### config.mk
export PLATFORM = sky130hd
export DESIGN_NAME = mem_port_arbiter_rv
export DESIGN_NICKNAME = d
export VERILOG_FILES = /design/src/rtl/mem_port_arbiter_rv.sv
export SDC_FILE = /design/constraint.sdc
export NUM_CORES = 1
export LEC_CHECK = 0
export CAP_MARGIN = 20
export CORE_MARGIN = 4
export CORE_UTILIZATION = 49
export CTS_CLUSTER_SIZE = 40
export DETAILED_ROUTE_END_ITERATION = 10
export DONT_BUFFER_PORTS = 1
export HOLD_SLACK_MARGIN = 0.02
export MAX_ROUTING_LAYER = met4
export PLACE_DENSITY = 0.63
export SLEW_MARGIN = 20
export SYNTH_ARGS = -nofsm -noshare
export SYNTH_HDL_FRONTEND = slang
export SYNTH_SLANG_ARGS = --single-unit
### constraint.sdc
create_clock -name iwClk -period 1.5 [get_ports iwClk]
set_input_delay 0.3 -clock iwClk [delete_from_list [all_inputs] [get_ports iwClk]]
set_output_delay 0.3 -clock iwClk [all_outputs]
set_load 0.005 [all_outputs]
### src/rtl/mem_port_arbiter_rv.sv
// mem_port_arbiter_rv: shares one ack-handshaked memory port between fetch (I) and data (D) requesters.
// Define MEM_ARB_TIMEOUT_EN to enable the ack-timeout watchdog that reports owBusErr.
module mem_port_arbiter_rv #(
    parameter int MAX_DATA_BURST = 4
`ifdef MEM_ARB_TIMEOUT_EN
    ,
    parameter int TIMEOUT_CYCLES = 16
`endif
) (
    input  logic        iwClk,
    input  logic        iwnRst,
    input  logic        iwIReq,
    input  logic [31:0] iwIAddr,
    output logic [31:0] owIData,
    output logic        owIValid,
    input  logic        iwDReq,
    input  logic [31:0] iwDAddr,
    input  logic [3:0]  iwDWstrb,
    input  logic [31:0] iwDWData,
    output logic [31:0] owDRData,
    output logic        owDValid,
    output logic        owBusErr,
    output logic        owMemReq,
    output logic [31:0] owMemAddr,
    output logic [3:0]  owMemWstrb,
    output logic [31:0] owMemWData,
    input  logic [31:0] iwMemRData,
    input  logic        iwMemAck
);
    localparam int SW = $clog2(MAX_DATA_BURST + 1);
    typedef enum logic [1:0] {IDLE, BUSY_I, BUSY_D, RESP} state_t;
    state_t      state_q, state_d;
    logic        mem_req_q, mem_req_d;
    logic [31:0] addr_q, addr_d;
    logic [3:0]  wstrb_q, wstrb_d;
    logic [31:0] wdata_q, wdata_d;
    logic [31:0] idata_q, idata_d;
    logic [31:0] drdata_q, drdata_d;
    logic        ivalid_q, ivalid_d;
    logic        dvalid_q, dvalid_d;
    logic [SW-1:0] starve_q, starve_d;
    logic        starved, grant_i, grant_d;
`ifdef MEM_ARB_TIMEOUT_EN
    localparam int TW = $clog2(TIMEOUT_CYCLES + 1);
    logic [TW-1:0] tmo_q, tmo_d;
    logic          buserr_q, buserr_d;
`endif
    // D wins ties until it has taken MAX_DATA_BURST grants in a row over a waiting I.
    assign starved = starve_q == SW'(MAX_DATA_BURST);
    assign grant_i = iwIReq && (!iwDReq || starved);
    assign grant_d = iwDReq && !grant_i;
    always_comb begin
        state_d   = state_q;
        mem_req_d = mem_req_q;
        addr_d    = addr_q;
        wstrb_d   = wstrb_q;
        wdata_d   = wdata_q;
        idata_d   = idata_q;
        drdata_d  = drdata_q;
        ivalid_d  = 1'b0;
        dvalid_d  = 1'b0;
        starve_d  = iwIReq ? starve_q : '0;
`ifdef MEM_ARB_TIMEOUT_EN
        tmo_d     = tmo_q;
        buserr_d  = 1'b0;
`endif
        case (state_q)
            IDLE: begin
                if (grant_i) begin
                    state_d   = BUSY_I;
                    mem_req_d = 1'b1;
                    addr_d    = iwIAddr;
                    wstrb_d   = '0;
                    wdata_d   = '0;
                    starve_d  = '0;
                end else if (grant_d) begin
                    state_d   = BUSY_D;
                    mem_req_d = 1'b1;
                    addr_d    = iwDAddr;
                    wstrb_d   = iwDWstrb;
                    wdata_d   = iwDWData;
                    starve_d  = (iwIReq && !starved) ? starve_q + SW'(1) : starve_d;
                end
`ifdef MEM_ARB_TIMEOUT_EN
                tmo_d = '0;
`endif
            end
            BUSY_I, BUSY_D: begin
                if (iwMemAck) begin
                    mem_req_d = 1'b0;
                    state_d   = RESP;
                    ivalid_d  = state_q == BUSY_I;
                    dvalid_d  = state_q == BUSY_D;
                    idata_d   = (state_q == BUSY_I) ? iwMemRData : idata_q;
                    drdata_d  = (state_q == BUSY_D && wstrb_q == 4'd0) ? iwMemRData : drdata_q;
                end
`ifdef MEM_ARB_TIMEOUT_EN
                else if (tmo_q == TW'(TIMEOUT_CYCLES - 1)) begin
                    mem_req_d = 1'b0;
                    state_d   = RESP;
                    buserr_d  = 1'b1;
                    ivalid_d  = state_q == BUSY_I;
                    dvalid_d  = state_q == BUSY_D;
                    idata_d   = (state_q == BUSY_I) ? '0 : idata_q;
                    drdata_d  = (state_q == BUSY_D) ? '0 : drdata_q;
                end else begin
                    tmo_d = tmo_q + TW'(1);
                end
`endif
            end
            RESP: state_d = IDLE;
            default: state_d = IDLE;
        endcase
    end
    always_ff @(posedge iwClk or negedge iwnRst) begin
        if (!iwnRst) begin
            state_q   <= IDLE;
            mem_req_q <= 1'b0;
            addr_q    <= '0;
            wstrb_q   <= '0;
            wdata_q   <= '0;
            idata_q   <= '0;
            drdata_q  <= '0;
            ivalid_q  <= 1'b0;
            dvalid_q  <= 1'b0;
            starve_q  <= '0;
        end else begin
            state_q   <= state_d;
            mem_req_q <= mem_req_d;
            addr_q    <= addr_d;
            wstrb_q   <= wstrb_d;
            wdata_q   <= wdata_d;
            idata_q   <= idata_d;
            drdata_q  <= drdata_d;
            ivalid_q  <= ivalid_d;
            dvalid_q  <= dvalid_d;
            starve_q  <= starve_d;
        end
    end
`ifdef MEM_ARB_TIMEOUT_EN
    always_ff @(posedge iwClk or negedge iwnRst) begin
        if (!iwnRst) begin
            tmo_q    <= '0;
            buserr_q <= 1'b0;
        end else begin
            tmo_q    <= tmo_d;
            buserr_q <= buserr_d;
        end
    end
    assign owBusErr = buserr_q;
`else
    assign owBusErr = 1'b0;
`endif
    assign owMemReq   = mem_req_q;
    assign owMemAddr  = addr_q;
    assign owMemWstrb = wstrb_q;
    assign owMemWData = wdata_q;
    assign owIData    = idata_q;
    assign owDRData   = drdata_q;
    assign owIValid   = ivalid_q;
    assign owDValid   = dvalid_q;
endmodule

==> metrics.txt <==
# TYPE chip_impl_metric gauge
chip_impl_metric{name="max_clock_freq",unit="GHz"} 0.632
chip_impl_info{name="path_class",value="reg -> reg"} 1
chip_impl_metric{name="max_cap_violations",unit=""} 0
chip_impl_metric{name="fp.dieArea",unit="mm2"} 0.0140
chip_impl_metric{name="clkLatencyLatePin",unit="ns"} 0.41
chip_impl_metric{name="detail-route-antenna-nets",unit=""} 0
chip_impl_info{name="rsz0062_at_grt",value="yes"} 1
chip_impl_metric{name="post_synth_inst_count",unit=""} 529
chip_impl_metric{name="pwr_density_cell",unit="mW/mm2"} 2190
chip_impl_metric{name="timing.final.crit_share",unit="%"} 105
chip_impl_metric{name="post-route-min-period",unit="ns"} 1.58
chip_impl_metric{name="dp_worst_setup_slack",unit="ns"} -0.252
chip_impl_metric{name="number_of_distinct_library_cells_after_synthesis",unit=""} 32
chip_impl_metric{name="gp_congestion",unit=""} 0.808
chip_impl_info{name="crit_start",value="state_q[0]"} 1
chip_impl_metric{name="synth_fp_nets",unit=""} 672
chip_impl_metric{name="globalRouteMet3Util",unit="%"} 8.07
chip_impl_metric{name="grt_antenna_before_repair",unit=""} 0
chip_impl_metric{name="synth.yosys.warnings",unit=""} 0
chip_impl_metric{name="cp.required",unit="ns"} 1.78
chip_impl_metric{name="wirelength",unit="um"} 17700
chip_impl_metric{name="overflow",unit=""} 0
chip_impl_metric{name="worst-path-max-fanout",unit=""} 7
chip_impl_metric{name="hold_viol",unit=""} 140
chip_impl_metric{name="drt-pass1-iter-count",unit=""} 4
chip_impl_metric{name="globalRouteTotalUtil",unit="%"} 22.6
chip_impl_metric{name="sequential_cell_area_fraction_in_the_yosys_report",unit="%"} 58.9
chip_impl_metric{name="buffers_added_on_ports",unit=""} 0
chip_impl_metric{name="drt_iter0_markers",unit=""} 305
chip_impl_info{name="most-common-layout-cells",value="sky130_fd_sc_hd__dfrtp_1 (140), sky130_fd_sc_hd__nand2_1 (136), sky130_fd_sc_hd__mux2_2 (52)"} 1
chip_impl_metric{name="total_switching_power",unit="mW"} 5.55
chip_impl_metric{name="floorplan_die_width",unit="um"} 118
chip_impl_info{name="clk_root_buffer_cell",value="sky130_fd_sc_hd__clkbuf_16"} 1
chip_impl_metric{name="area.growth.synth_to_final",unit="%"} 27.5
chip_impl_metric{name="die_h",unit="um"} 118
chip_impl_metric{name="internal_power",unit="mW"} 11.0
chip_impl_metric{name="drt-wirelength-per-cell",unit="um"} 24.4
chip_impl_metric{name="power.clock.fraction",unit="%"} 24.5
chip_impl_metric{name="clock_skew",unit="ns"} 0.00904
chip_impl_metric{name="netlist_area",unit="mm2"} 0.00595
chip_impl_metric{name="starting_density",unit="%"} 51.0
chip_impl_metric{name="worst_setup_hold_path_clk_slew",unit="ns"} 0.06
chip_impl_info{name="startpoint_of_the_worst_register_to_register_path",value="state_q[0]"} 1
chip_impl_metric{name="post_route_cells_drive_above_1_share",unit="%"} 31.8
chip_impl_metric{name="totalPowerFinal",unit="mW"} 16.6
chip_impl_metric{name="power.share.sequential",unit="%"} 42.8
chip_impl_metric{name="cts-buffers-inserted",unit=""} 17
chip_impl_metric{name="p_leak",unit="nW"} 3.43
chip_impl_info{name="grt.busiest_layer",value="met2"} 1
chip_impl_metric{name="pwr-share-comb",unit="%"} 32.7
chip_impl_metric{name="finalInstanceArea",unit="mm2"} 0.00758
chip_impl_metric{name="grt_use_met1",unit="%"} 24.6
chip_impl_metric{name="timing.final.setup_violations",unit=""} 63
chip_impl_metric{name="via_per_inst",unit=""} 6.02
chip_impl_metric{name="synth.ff_latch_count",unit=""} 140
chip_impl_metric{name="maximum_clock_path_buffer_count",unit=""} 2
chip_impl_metric{name="global_route.usage.met2",unit="%"} 38.8
chip_impl_info{name="worstHoldPathType",value="in -> async"} 1
chip_impl_metric{name="hold_ws",unit="ns"} -0.413
chip_impl_metric{name="swShare",unit="%"} 33.5
chip_impl_metric{name="coreArea",unit="mm2"} 0.0117
chip_impl_metric{name="placement_rows",unit=""} 39
chip_impl_metric{name="drc",unit=""} 0
chip_impl_info{name="violations",value="hold timing, setup timing"} 1
chip_impl_metric{name="drv_slew",unit=""} 0
chip_impl_info{name="worst_setup_path_start_kind",value="flip-flop"} 1
chip_impl_metric{name="arrival",unit="ns"} 1.87
chip_impl_metric{name="max-vdd-ir-drop",unit="mV"} 0.961
chip_impl_metric{name="placed_cell_area",unit="mm2"} 0.00620
chip_impl_info{name="final_common_cell",value="sky130_fd_sc_hd__dfrtp_1"} 1
chip_impl_info{name="outcome",value="finished, violations left"} 1
chip_impl_metric{name="setup_ws",unit="ns"} -0.0821
chip_impl_metric{name="finalCoreUtilization",unit="%"} 65.0
chip_impl_metric{name="grt_max_degree",unit=""} 141
chip_impl_metric{name="grt_pass1_vias",unit=""} 4314
chip_impl_info{name="crit_path_end_kind",value="flip-flop"} 1
chip_impl_metric{name="cts-htree-levels",unit=""} 4
chip_impl_info{name="cts_tree",value="done"} 1
chip_impl_metric{name="global_route_wire_length_before_repair",unit="um"} 24300
chip_impl_metric{name="tritoncts_num_sinks",unit=""} 140
chip_impl_metric{name="synth_area_per_cell",unit="um2"} 11.2
chip_impl_metric{name="route.vias.total",unit=""} 4385
chip_impl_metric{name="detailedPlacementHpwl",unit="um"} 10200
chip_impl_metric{name="layout_nets",unit=""} 715
chip_impl_metric{name="io_pins",unit=""} 273
chip_impl_metric{name="antenna_cells_inserted",unit=""} 0
## synthesized netlist by cell type (all sizes together)
cell type | number | area share [%]
a21bo | 1 | 0.17
a21boi | 2 | 0.25
a21oi | 1 | 0.084
a31oi | 2 | 0.21
and2 | 2 | 0.21
and3 | 2 | 0.21
and3b | 1 | 0.15
buf | 17 | 2.0
clkbuf | 26 | 1.6
conb | 1 | 0.063
dfrtp | 140 | 59
ha | 6 | 1.3
inv | 5 | 0.32
mux2 | 65 | 12
mux2i | 1 | 0.17
nand2 | 142 | 9.0
nand2b | 1 | 0.11
nand4 | 32 | 3.4
nor2 | 3 | 0.19
nor2b | 2 | 0.21
nor3b | 1 | 0.13
nor4 | 1 | 0.11
o211ai | 32 | 5.2
o21a | 2 | 0.25
o21ai | 39 | 3.3
o22ai | 1 | 0.11
o311ai | 1 | 0.15
## cell type report
cell class,count,area (um2)
Clock buffer,18,429
Timing Repair Buffer,64,912
Tap cell,143,179
Multi-Input combinational cell,344,2400
Clock inverter,14,145
Inverter,5,18.8
Sequential cell,140,3500
Fill cell,891,4080
## sequential cells by signal, summed over array words and instances, names as in the netlist
register and count:
owMemWstrb 4, owMemReq 1, owDRData 32, state_q 2, owMemWData 32, starve_q 3
owDValid 1, owIValid 1, owIData 32, owMemAddr 32
## repair_timing
item / in CTS / in global routing
setup endpoints to repair: 133 / 112
pin swaps: 2 / 8
gates cloned: 5 / 18
hold buffers: 11 / 1
setup buffers: 4 / 5
hold endpoints to repair: 151 / 141
gates resized for setup: 26 / 35
## cells by family (layout without fill, tap and decap cells)
family | after synthesis | in the layout | share of synthesized area, %
compound gates | 81 | 81 | 9.72
buf+inv | 48 | 101 | 3.93
fa+ha+maj | 6 | 6 | 1.26
simple gates | 187 | 190 | 13.6
flops | 140 | 140 | 58.9
other cells | 1 | 1 | 0.0631
mux | 66 | 66 | 12.5
## metrics by stage
step / TNS (ns) / hold slack [ns] / cells
6_report: -2.65 / -0.413 / 728
5_1_grt: -6.73 / -0.439 / 728
4_1_cts: -3.42 / -0.430 / 704
3_5_place_dp: -17.57 / 0.00776 / 652
3_3_place_gp: -11.47 / 0.00769 / 652
2_1_floorplan: -0.763 / 0.00441 / 529
## power groups by stage
stage,clock [mW],sequential [mW],combinational (mW)
floorplan,0,6.57,3.04
global placement,0,7.09,3.71
detailed placement,0,7.12,3.97
CTS,4.10,7.10,4.37
global route,4.32,7.29,5.91
finish,4.06,7.10,5.42
## worst paths after layout
path,to,slack (ns),cells after the start
worst max register to register,owDRData[12],-0.08,6
worst max-delay path,owDRData[12],-0.08,6
min in group iwClk,owMemWData[31],0.02,2
worst min register to register,owMemWData[14],0.52,2
worst min-delay path,owIData[5],-0.41,0
max in group asynchronous,owMemWData[5],1.72,0
## routing by layer
layer  vias to the layer above  wire (um)
met1                      2174       6020
li1                       1929          -
met5                         -          0
met4                         0        289
met2                       255       9660
met3                        27       1770
## critical path: stages, from the launching register on
cell                        delay, ns
sky130_fd_sc_hd__dfrtp_1         0.40
sky130_fd_sc_hd__inv_2           0.10
sky130_fd_sc_hd__ha_4            0.21
sky130_fd_sc_hd__and3_4          0.17
sky130_fd_sc_hd__nand2_8         0.09
sky130_fd_sc_hd__clkbuf_16       0.16
sky130_fd_sc_hd__mux2_2          0.33
(Power assumes the default switching activity.)
